### src/rtl/ball_controller.sv
// Pong ball controller: frame-stepped ball motion with wall bounces, paddle
// hits, scoring, a post-point pause and a first-to-WIN_SCORE game flow.
module ball_controller #(
  parameter int H_ACTIVE     = 640,
  parameter int V_ACTIVE     = 480,
  parameter int BALL_SIZE    = 8,
  parameter int SPEED        = 2,
  parameter int LPAD_FACE    = 20,
  parameter int RPAD_FACE    = 620,
  parameter int PAUSE_FRAMES = 60,
  parameter int WIN_SCORE    = 9
) (
  input  logic        clk,
  input  logic        reset_n,
  input  logic        frame_tick,
  input  logic        serve,
  input  logic [11:0] lpad_top,
  input  logic [11:0] lpad_bottom,
  input  logic [11:0] rpad_top,
  input  logic [11:0] rpad_bottom,
  output logic [11:0] ball_top,
  output logic [11:0] ball_bottom,
  output logic [11:0] ball_left,
  output logic [11:0] ball_right,
  output logic [3:0]  score_left,
  output logic [3:0]  score_right,
  output logic        point_scored,
  output logic        in_play,
  output logic        game_over
);

  localparam int X_MAX_I = H_ACTIVE - 1 - BALL_SIZE;
  localparam int Y_MAX_I = V_ACTIVE - 1 - BALL_SIZE;
  localparam int X_C_I   = (H_ACTIVE - BALL_SIZE) / 2;
  localparam int Y_C_I   = (V_ACTIVE - BALL_SIZE) / 2;

  // 13-bit copies let position comparisons run without 12-bit wraparound.
  localparam logic [12:0] X_MAX_W = 13'(X_MAX_I);
  localparam logic [12:0] Y_MAX_W = 13'(Y_MAX_I);
  localparam logic [12:0] BS_W    = 13'(BALL_SIZE);
  localparam logic [12:0] SPD_W   = 13'(SPEED);
  localparam logic [12:0] LF_W    = 13'(LPAD_FACE);
  localparam logic [12:0] RF_W    = 13'(RPAD_FACE);

  localparam logic [11:0] X_CEN   = 12'(X_C_I);
  localparam logic [11:0] Y_CEN   = 12'(Y_C_I);
  localparam logic [11:0] Y_LIM   = 12'(Y_MAX_I);
  localparam logic [11:0] SPD     = 12'(SPEED);
  localparam logic [11:0] BS      = 12'(BALL_SIZE);
  localparam logic [11:0] LF_POS  = 12'(LPAD_FACE);
  localparam logic [11:0] RF_POS  = 12'(RPAD_FACE - BALL_SIZE);

  localparam logic [15:0] PAUSE_LAST = 16'(PAUSE_FRAMES - 1);
  localparam logic [3:0]  WIN        = 4'(WIN_SCORE);

  typedef enum logic [1:0] {IDLE, PLAY, SCORED, OVER} state_t;

  state_t      state, state_nxt;
  logic [11:0] x, y, x_nxt, y_nxt;
  logic        dx, dy, dx_nxt, dy_nxt;
  logic [3:0]  score_left_nxt, score_right_nxt;
  logic [15:0] pause_cnt, pause_nxt;
  logic        point_nxt;

  logic [12:0] x_ext, y_ext;
  logic        lpad_overlap, rpad_overlap;
  logic        left_hit, right_hit, left_miss, right_miss;
  logic [11:0] y_move;
  logic        dy_move;

  function automatic logic [3:0] sat_inc(input logic [3:0] s);
    return (s == 4'd15) ? s : s + 4'd1;
  endfunction

  assign x_ext = {1'b0, x};
  assign y_ext = {1'b0, y};

  assign lpad_overlap = (y_ext + BS_W - 13'd1 > {1'b0, lpad_top}) &&
                        (y_ext < {1'b0, lpad_bottom});
  assign rpad_overlap = (y_ext + BS_W - 13'd1 > {1'b0, rpad_top}) &&
                        (y_ext < {1'b0, rpad_bottom});

  // A hit needs the ball to be at or in front of the face now and to cross it this frame.
  assign left_hit   = !dx && (x_ext >= LF_W) && (x_ext < LF_W + SPD_W) && lpad_overlap;
  assign right_hit  = dx && (x_ext + BS_W <= RF_W) &&
                      (x_ext + SPD_W + BS_W > RF_W) && rpad_overlap;
  assign left_miss  = !dx && (x_ext < SPD_W + 13'd1) && !left_hit;
  assign right_miss = dx && (x_ext + SPD_W > X_MAX_W) && !right_hit;

  always_comb begin
    y_move  = y;
    dy_move = dy;
    if (!dy) begin
      if (y_ext < SPD_W + 13'd1) begin
        y_move  = 12'd1;
        dy_move = 1'b1;
      end else begin
        y_move = y - SPD;
      end
    end else if (y_ext + SPD_W > Y_MAX_W) begin
      y_move  = Y_LIM;
      dy_move = 1'b0;
    end else begin
      y_move = y + SPD;
    end
  end

  // NOTE: every variable gets a default before the case so no path leaves it
  // unassigned; otherwise synthesis infers a latch to hold the old value.
  always_comb begin
    state_nxt       = state;
    x_nxt           = x;
    y_nxt           = y;
    dx_nxt          = dx;
    dy_nxt          = dy;
    score_left_nxt  = score_left;
    score_right_nxt = score_right;
    pause_nxt       = pause_cnt;
    point_nxt       = 1'b0;

    if (frame_tick) begin
      case (state)
        IDLE: begin
          if (serve) state_nxt = PLAY;
        end

        PLAY: begin
          if (left_miss || right_miss) begin
            if (left_miss) score_right_nxt = sat_inc(score_right);
            else           score_left_nxt  = sat_inc(score_left);
            point_nxt = 1'b1;
            pause_nxt = 16'd0;
            state_nxt = SCORED;
          end else begin
            y_nxt  = y_move;
            dy_nxt = dy_move;
            if (left_hit) begin
              x_nxt  = LF_POS;
              dx_nxt = 1'b1;
            end else if (right_hit) begin
              x_nxt  = RF_POS;
              dx_nxt = 1'b0;
            end else begin
              x_nxt = dx ? x + SPD : x - SPD;
            end
          end
        end

        SCORED: begin
          if (pause_cnt == PAUSE_LAST) begin
            // dx still points at the side that conceded, since the ball froze on the miss.
            pause_nxt = 16'd0;
            x_nxt     = X_CEN;
            y_nxt     = Y_CEN;
            dy_nxt    = 1'b1;
            state_nxt = (score_left == WIN || score_right == WIN) ? OVER : IDLE;
          end else begin
            pause_nxt = pause_cnt + 16'd1;
          end
        end

        OVER: begin
          if (serve) begin
            score_left_nxt  = 4'd0;
            score_right_nxt = 4'd0;
            state_nxt       = IDLE;
          end
        end

        default: state_nxt = IDLE;
      endcase
    end
  end

  // NOTE: state registers use non-blocking assignments so every flop samples
  // pre-edge values regardless of statement order.
  always_ff @(posedge clk) begin
    if (!reset_n) begin
      state        <= IDLE;
      x            <= X_CEN;
      y            <= Y_CEN;
      dx           <= 1'b1;
      dy           <= 1'b1;
      score_left   <= 4'd0;
      score_right  <= 4'd0;
      pause_cnt    <= 16'd0;
      point_scored <= 1'b0;
    end else begin
      state        <= state_nxt;
      x            <= x_nxt;
      y            <= y_nxt;
      dx           <= dx_nxt;
      dy           <= dy_nxt;
      score_left   <= score_left_nxt;
      score_right  <= score_right_nxt;
      pause_cnt    <= pause_nxt;
      point_scored <= point_nxt;
    end
  end

  assign ball_left   = x - 12'd1;
  assign ball_right  = x + BS;
  assign ball_top    = y - 12'd1;
  assign ball_bottom = y + BS;
  assign in_play     = (state == PLAY);
  assign game_over   = (state == OVER);

endmodule

### config.mk
export PLATFORM = sky130hd
export DESIGN_NAME = ball_controller
export DESIGN_NICKNAME = d
export VERILOG_FILES = /design/src/rtl/ball_controller.sv
export SDC_FILE = /design/constraint.sdc
export NUM_CORES = 1
export LEC_CHECK = 0
export CORE_MARGIN = 1.5
export CORE_UTILIZATION = 50
export CTS_CLUSTER_SIZE = 10
export DETAILED_ROUTE_END_ITERATION = 10
export PLACE_DENSITY = 0.77
export SYNTH_ARGS = -nofsm -noshare
export SYNTH_HDL_FRONTEND = slang
export SYNTH_SLANG_ARGS = --single-unit
### constraint.sdc
create_clock -name clk -period 12.2 [get_ports clk]
set_input_delay 3.66 -clock clk [delete_from_list [all_inputs] [get_ports clk]]
set_output_delay 3.66 -clock clk [all_outputs]
set_load 0.05 [all_outputs]
==> flow_metrics.tcl, run 1 <==
set metrics [dict create \
    status "finished clean" \
    postSynthCellCount 818 \
    ios 111 \
    ys_seq_elements 52 \
    fmax_ghz 0.1361 \
    drive_gt1_share_pct 3.491 \
    area_growth_pct 19.76 \
    reg2regPathDepth 16 \
    port-buffer-count 108 \
    synth.area.top_cells "dfxtp_1 17%, ha_1 16%, xnor2_1 5.4%" \
    path_clk_slew_ns 0.07 \
    synth-compound-area-share_pct 23.78 \
    avgSynthCellArea_sq_um 7.391 \
    dr.pass1.iters 5 \
    synth_edf_count 0 \
    synth_common_cells "79 x ha_1, 77 x inv_1, 73 x nand2_1" \
    post-cts-setup-buffer-count 0 \
    min_period_over_period_pct 60.21 \
    skew_ns 0.007279 \
    dieHeight_microns 113.0 \
    clockBufferDepth 2 \
    synth_adder_area_share_pct 16.68 \
    utilization_pct 62.35 \
    cts_tree "built" \
    vias_per_cell 5.863 \
    routed_wl_mm 16.19 \
    place_congestion 0.9146 \
    core_sq_um 11610 \
    synth_most_common_cell "ha_1" \
    detail-route-antenna-nets 0 \
    ys_seq_area_share_pct 17.22 \
    worstPathRequired_ns 8.54 \
    die_w_microns 113.0 \
    worstPathArrival_ns 3.69 \
    synth_mux_area_share_pct 1.221 \
    r2r_slack_ns 7.45 \
    hold_depth 1 \
    drc 0 \
    drt_iter0_drc 444 \
    maxCapViolations 0 \
    worstPathMaxFanout 13 \
    synth_nets 950 \
    antenna_found_initial 0 \
    dp_hpwl_mm 12.22 \
    powerDensity_nw_per_um2 73.77 \
    fillCellCount 1070 \
    synth_flop_cell "dfxtp_1" \
    yosys_warnings 0 \
    synth-xor-area-share_pct 9.416 \
    worstHoldStart "pause_cnt[0]" \
    hold_viol_final 0 \
    timing.rr.end "pause_cnt[10]" \
    h-tree-depth 2 \
    vias 6045 \
    worst_setup_path_end_kind "output port" \
    grt_usage_pct 25.26 \
    cts-root-buf "clkbuf_16" \
    rsz0062_at_grt "no" \
    min-delay-path-class "reg2reg" \
    synth_top_family_by_area "compound AO/OA/AOI/OAI gates" \
    netlist_area_sq_um 6046 \
    finalSetupViolCount 0 \
    numCtsBuffers 5 \
    peakVddDrop_mv 0.1011 \
    gr-total-overflow 0 \
    hold-path-endpoint "pause_cnt[0]" \
    total_leakage_power_nw 3.144 \
    slew_headroom_pct 40.41 \
    r2r_start "y[1]" \
    worst_pin_slew_ns 0.8929 \
    setup_tns_ns 0 \
    multi_input_area_sq_um 4482 \
    synth_top_area_share_pct 17.22 \
    criticalPathCategory "reg2out" \
    cts-hold-fix-buffers 0 \
    finalMaxSlewViolations 0 \
    wire_per_inst_microns 15.70 \
    grt_first_pass_wirelength_mm 27.06 \
    ctsResizeCount 0 \
    yosys.area.top_type "dfxtp_1" \
    diodes 0 \
    grt_pass1_vias 5594 \
    grt_max_degree 26 \
    clock_sinks 52 \
    initial_core_util_pct 52.06 \
    nets 1019 \
    post-route-min-period_ns 7.345 \
    rows 39 \
    yosys.area_share.simple_pct 22.91 \
    crit_path_start_kind "register" \
    insertion_delay_ns 0.29 \
    async_flop_share_pct 0 \
    seq_area_sq_um 1041 \
    yosysUniqueCellTypes 70 \
    die_area_sq_um 12760 \
]
## how the worst max path moves through the flow
| stage | startpoint | to | slack (ns) | depth (start not counted) |
|---|---|---|---|---|
| global placement | rpad_top[6] | pause_cnt[10] | 5.31 | 12 |
| global route | y[1] | ball_top[11] | 4.53 | 10 |
| detailed placement | rpad_top[6] | pause_cnt[10] | 5.16 | 12 |
| CTS | y[1] | ball_top[11] | 4.92 | 10 |
| finish | y[1] | ball_top[11] | 4.85 | 10 |
| floorplan | y[3] | ball_top[11] | 5.57 | 10 |
## worst max-delay path, cell delays in order, from the launching register on
cell and delay [ns]:
dfxtp_1 0.49, inv_1 0.31, ha_1 0.29, nand2_1 0.11, nor3_1 0.35, nor3b_1 0.39
nand2b_1 0.16, nor2_1 0.15, nand2_1 0.09, xnor2_1 0.21, clkdlybuf4s50_1 0.85
## flip-flops by register name, indices dropped and copies added (netlist names)
name and count:
dx 1, state 2, score_left 4, x 11, score_right 4, point_scored 1, dy 1, y 12
pause_cnt 16
## kinds of logic (layout without fill, tap and decap cells)
kind of cell | after synthesis | count (layout)
fa+ha+maj | 80 | 80
flops | 52 | 52
simple gates | 276 | 276
xor+xnor | 65 | 65
compound gates | 210 | 210
buf+inv | 126 | 196
mux | 7 | 7
other cells | 2 | 2
## routing by layer
layer | track usage (%) | vias up | share of wire, %
met5 | 0 | - | 0
met4 | 6.750 | 0 | 1.5
met3 | 2.785 | 22 | 7.2
met2 | 39.92 | 239 | 44
met1 | 36.70 | 2746 | 47
li1 | - | 3038 | -
## report_power, final
part	total (W)	internal (W)	switching [W]	leakage [nW]
clock	0.000144	0.0000818	0.0000619	0.0701
combinational	0.000200	0.0000794	0.000121	2.65
sequential	0.000190	0.000174	0.0000162	0.420
## cell type report
cell class	count	area share, %
clock buffers	7	1.970
clock inverters	1	0.1037
inverters	78	4.044
multi-input cells	640	61.90
flip-flops and latches	52	14.38
well taps	143	2.471
repair buffers	110	15.14
## through the flow
stage,worst slack (ns),hold slack [ns],total power (W),instances,area (sq um)
after CTS,4.920,0.4912,0.0005344,1031,7241
after global placement,5.310,0.4760,0.0003899,1023,7091
final,4.855,0.4891,0.0005341,1031,7241
after floorplan,5.572,0.4487,0.0003302,818,6046
after global routing,4.533,0.5083,0.0005627,1031,7241
after detailed placement,5.163,0.4785,0.0003920,1023,7091
## layout by cell type (no fill, tap or decap), types with 6 or more instances in the layout
cell / Yosys / layout
clkdlybuf4s50_1: 0 / 108
ha_1: 79 / 79
inv_1: 77 / 77
nand2_1: 73 / 73
nor2_1: 56 / 56
a21oi_1: 53 / 53
dfxtp_1: 52 / 52
xnor2_1: 37 / 37
nand3_1: 36 / 36
o21ai_0: 35 / 35
xor2_1: 28 / 28
nor3_1: 26 / 26
o31ai_1: 15 / 15
and3_1: 13 / 13
nand2b_1: 13 / 13
o21a_1: 13 / 13
a31oi_1: 12 / 12
o211ai_1: 11 / 11
or3_1: 8 / 8
nand4_1: 7 / 7
nor2b_1: 7 / 7
a211oi_1: 7 / 7
a21o_1: 7 / 7
nor4_1: 6 / 6
nand3b_1: 6 / 6
o41ai_1: 6 / 6
No activity file was read; power rests on OpenSTA's default activity.
==> run 2: changes to the inputs <==
- CORE_UTILIZATION: 50 -> 49
- PLACE_DENSITY: 0.77 -> 0.78
- clock period: 12.2 -> 6.65 ns (I/O delays scaled with it)
==> run 2 against run 1 <==
  * Core utilization shrank 1.7 points
  * Critical endpoint unchanged
  * Power rose by 88%
  * Worst setup slack got worse by 3.8 ns
  * Largest cell class unchanged
==> flow_metrics.tcl, run 2 (synthesis gave the netlist of run 1 again) <==
set metrics [dict create \
    wire_per_inst_microns 15.58 \
    diodes 0 \
    finalMaxSlewViolations 0 \
    final_cells 1038 \
    ios 111 \
    total_leakage_power_nw 3.168 \
    criticalPathCategory "reg2out" \
    path_clk_slew_ns 0.06 \
    crit_top_cell "nand2_1" \
    numCtsBuffers 5 \
    layout_commonest_cell "clkdlybuf4s50_1" \
    drc 0 \
    top_usage_layer "met2" \
    min_period_over_period_pct 84.02 \
    cts_tree "built" \
    port-buffer-count 108 \
    worst_pin_slew_ns 0.9298 \
    grt_pass1_vias 5640 \
    grt_util_met2_pct 41.04 \
    slowest_delay_ns 0.83 \
    worstPathArrival_ns 3.59 \
    status "finished clean" \
    largestRegisters "pause_cnt (16), y (12), x (11)" \
    finalSetupViolCount 0 \
    peakVddDrop_mv 0.1226 \
    post-cts-setup-buffer-count 0 \
    dp_cells 1030 \
    final_cell_mix "108 x clkdlybuf4s50_1, 79 x ha_1, 77 x inv_1" \
    drive_gt1_share_pct 3.816 \
    nets 1022 \
    initial_core_util_pct 50.33 \
    dr.pass1.iters 6 \
    largest_reg_flops 16 \
    fmax_ghz 0.1790 \
    vias 6077 \
    dpl_cell_area_sq_um 7118 \
    grtUsageMet3_pct 2.435 \
    post-route-min-period_ns 5.587 \
    drt_iter0_drc 452 \
    cts-root-buf "clkbuf_16" \
    die_area_sq_um 13010 \
    min-delay-path-class "reg2reg" \
    insertion_delay_ns 0.29 \
    clockBufferDepth 2 \
    ctsResizeCount 0 \
    grt_usage_pct 24.94 \
    dieHeight_microns 114.1 \
    crit_path_top_delay_cell "clkdlybuf4s50_1" \
    r2r_slack_ns 2.05 \
    powerDensity_nw_per_um2 138.0 \
    crit_path_start_kind "register" \
    grt_max_degree 26 \
    area_growth_pct 20.45 \
    path_cells "inv_1 > ha_1 > nand2_1 > nor3_1 > nor3b_1 > nand2b_1 > nor2_1 > nand2_1 > xnor2_1 > clkdlybuf4s50_1" \
    setup_tns_ns 0 \
    routed_wl_mm 16.18 \
    place_congestion 0.9410 \
    rsz0062_at_grt "no" \
    design_area_sq_um 7282 \
    grt_use_met1_pct 35.39 \
    die_w_microns 114.1 \
    worstPathMaxFanout 13 \
    dp_hpwl_mm 12.27 \
    skew_ns 0.005113 \
    gr-total-overflow 0 \
    worst_setup_path_end_kind "output port" \
    rows 40 \
    vias_per_cell 5.855 \
    layout_setup_ws_ns 1.063 \
    detail-route-antenna-nets 0 \
    slew_headroom_pct 37.82 \
    grt_first_pass_wirelength_mm 26.87 \
    cts-hold-fix-buffers 0 \
    top_register "pause_cnt" \
    pre_cts_slack_ns 1.340 \
    clock_sinks 52 \
    core_sq_um 12010 \
    maxCapViolations 0 \
    hold_viol_final 0 \
    antenna_found_initial 0 \
    h-tree-depth 2 \
    worstPathRequired_ns 4.66 \
]
## run 2: cell count changes in the layout (fill, tap and decap cells not counted)
cell        change
buf_4           +3
clkbuf_8        -1
clkinv_2        +1
clkinvlp_4      -1
bufinv_16       +1
## run 2: final timing paths
kind | start | end | cells after the start
max | y[1] | ball_top[11] | 10
min | pause_cnt[15] | pause_cnt[15] | 2
max reg2reg | y[1] | pause_cnt[10] | 15
min reg2reg | pause_cnt[15] | pause_cnt[15] | 2
## run 2: stage by stage
stage	total power, W	utilization (%)	hold WS (ns)
after detailed placement	0.0007184	59.26	0.4797
after global routing	0.001059	60.62	0.5235
final	0.001005	60.62	0.4902
after floorplan	0.0006057	-	0.4487
after global placement	0.0007146	59.26	0.4788
after CTS	0.001011	60.62	0.4962
## run 2: routing by layer
layer | share of wire, % | vias to the layer above | routed length [microns]
li1 | - | 3059 | -
met1 | 48 | 2798 | 7702
met2 | 45 | 194 | 7356
met3 | 5.3 | 26 | 850
met4 | 1.6 | 0 | 265
met5 | 0 | - | 0
## run 2: where the power goes
group,internal [W],switching (W),leakage [nW]
logic,0.000146,0.000222,2.67
registers,0.000319,0.0000271,0.420
clock network,0.000177,0.000113,0.0808
## run 2: final cells by class
class | count | area, sq um
fill | 1112 | 4730
clock buffer | 6 | 128.9
inverter | 78 | 292.8
timing repair buffer | 113 | 1119
tap | 147 | 183.9
multi-input combinational | 640 | 4482
clock inverter | 2 | 35.03
sequential | 52 | 1041
## run 2: critical path: cells and delay by family, from the launching register on
kind                     cells  cell delay, ns
XOR/XNOR                     1            0.20
adder cells (fa/ha/maj)      1            0.29
flip-flops                   1            0.47
buffers and inverters        2            1.11
AND/OR/NAND/NOR              6            1.22
==> run 3: changes to the inputs <==
- CORE_UTILIZATION: 49 -> 50
- PLACE_DENSITY: 0.78 -> 0.77
- clock period: 6.65 -> 5.7 ns (I/O delays scaled with it)
==> run 3 against run 2 <==
  * Final cell count down 0.19%
  * First-iteration DRC count shrank 7.1%
  * Power grew 14%
  * Global-route usage grew 0.39 points
  * Combinational power is 17% higher
  * Worst setup slack worse by 0.65 ns
  * Register-to-register slack worse by 0.98 ns
  * Sequential power grew 17%
  * Via count down 0.31%
  * Clock skew decreased by 0.00095 ns
  * Sequential cell count did not move
  * Wire length increased by 1.2%
  * Critical path type unchanged
  * Largest cell class unchanged
==> flow_metrics.tcl, run 3 (synthesis gave the netlist of run 1 again) <==
set metrics [dict create \
    status "finished clean" \
    dieHeight_microns 113.0 \
    powerDensity_nw_per_um2 158.0 \
    utilization_pct 62.71 \
    wire_per_inst_microns 15.80 \
    rows 39 \
    grt_max_degree 26 \
    layout_setup_ws_ns 0.4082 \
    grt_usage_pct 25.33 \
    cts-root-buf "clkbuf_16" \
    clock_sinks 52 \
    largest_reg_flops 16 \
    finalSetupViolCount 0 \
    diodes 0 \
    crit_path_top_delay_cell "clkdlybuf4s50_1" \
    rsz0062_at_grt "no" \
    min-delay-path-class "reg2reg" \
    dp_hpwl_mm 12.47 \
    grt_pass1_vias 5569 \
    setup_tns_ns 0 \
    maxCapViolations 0 \
    criticalPathCategory "reg2out" \
    drc 0 \
    antenna_found_initial 0 \
    dp_cells 1028 \
    worst_pin_slew_ns 0.8689 \
    hold_viol_final 0 \
    final_cell_mix "108 x clkdlybuf4s50_1, 79 x ha_1, 77 x inv_1" \
    slowest_delay_ns 0.83 \
    worstPathArrival_ns 3.58 \
    crit_path_start_kind "register" \
    vias 6058 \
    routed_wl_mm 16.37 \
    skew_ns 0.004167 \
    worstPathMaxFanout 13 \
    die_w_microns 113.0 \
    finalMaxSlewViolations 0 \
    nets 1024 \
    initial_core_util_pct 52.06 \
    core_sq_um 11610 \
    gr-total-overflow 0 \
    layout_commonest_cell "clkdlybuf4s50_1" \
    path_cells "inv_1 > ha_1 > nand2_1 > nor3_1 > nor3b_2 > nand2b_1 > nor2_1 > nand2_1 > xnor2_1 > clkdlybuf4s50_1" \
    detail-route-antenna-nets 0 \
    numCtsBuffers 5 \
    area_growth_pct 20.47 \
    fmax_ghz 0.1890 \
    dr.pass1.iters 5 \
    ios 111 \
    worstPathRequired_ns 3.99 \
    place_congestion 0.9014 \
    insertion_delay_ns 0.29 \
    crit_top_cell "nand2_1" \
    top_register "pause_cnt" \
    worst_setup_path_end_kind "output port" \
    die_area_sq_um 12760 \
    min_period_over_period_pct 92.84 \
    port-buffer-count 108 \
    post-route-min-period_ns 5.292 \
    final_cells 1036 \
    h-tree-depth 2 \
    cts-hold-fix-buffers 0 \
    path_clk_slew_ns 0.07 \
    largestRegisters "pause_cnt (16), y (12), x (11)" \
    drt_iter0_drc 420 \
    clockBufferDepth 2 \
    fillCellCount 1077 \
    slew_headroom_pct 42.01 \
    grt_first_pass_wirelength_mm 27.05 \
    pre_cts_slack_ns 0.6618 \
    drive_gt1_share_pct 4.143 \
    fin_hold_ws_ns 0.5000 \
    total_leakage_power_nw 3.166 \
    cts_tree "built" \
    peakVddDrop_mv 0.1841 \
    vias_per_cell 5.847 \
]
==> run 3: changes by cell type in the layout (fill, tap and decap cells not counted), sizes merged <==
cell      change
bufinv        -1
buf           +2
clkbuf        +1
clkinvlp      +1
clkinv        -1
==> run 3: final timing paths <==
check             slack [ns]  depth (start not counted)             to          from
hold / removal          0.50                          2   pause_cnt[1]  pause_cnt[1]
setup / recovery        0.41                         10   ball_top[11]          y[1]
hold reg to reg         0.50                          2   pause_cnt[1]  pause_cnt[1]
setup reg to reg        1.07                         16  pause_cnt[10]          y[1]
==> run 3: where the power goes <==
group | internal [W] | switching [W] | leakage (nW)
sequential | 0.000372 | 0.0000333 | 0.420
clock | 0.000175 | 0.000138 | 0.0701
combinational | 0.000171 | 0.000260 | 2.68
==> run 3: area by class of cell <==
type	instances	area [sq um]	area share, %
Clock buffer	7	142.6	1.958
Timing Repair Buffer	115	1134	15.56
Tap cell	143	178.9	2.457
Multi-Input combinational cell	640	4487	61.60
Inverter	78	292.8	4.020
Sequential cell	52	1041	14.29
Clock inverter	1	7.507	0.1031
==> run 3: layer usage <==
| layer | track usage [%] | routed length, microns |
|---|---|---|
| met1 | 36.65 | 7883 |
| met2 | 40.65 | 7254 |
| met3 | 2.892 | 986 |
| met4 | 5.583 | 243 |
| met5 | 0 | 0 |
==> run 3: through the flow <==
stage | total power (W) | instance area (sq um)
2_1_floorplan | 0.0007067 | 6046
3_3_place_gp | 0.0008373 | 7128
3_5_place_dp | 0.0008396 | 7128
4_1_cts | 0.001151 | 7278
5_1_grt | 0.001207 | 7283
6_report | 0.001151 | 7283
==> run 3: critical path: cells and delay by family (launching register included) <==
family,cells,cell delay (ns)
xor+xnor,1,0.18
fa+ha+maj,1,0.32
simple gates,6,1.18
flops,1,0.46
buf+inv,2,1.13
==> run 3: what timing repair did <==
item	CTS	global route
setup endpoints to repair	0	1
buffers inserted	0	0
gates resized for setup	0	1
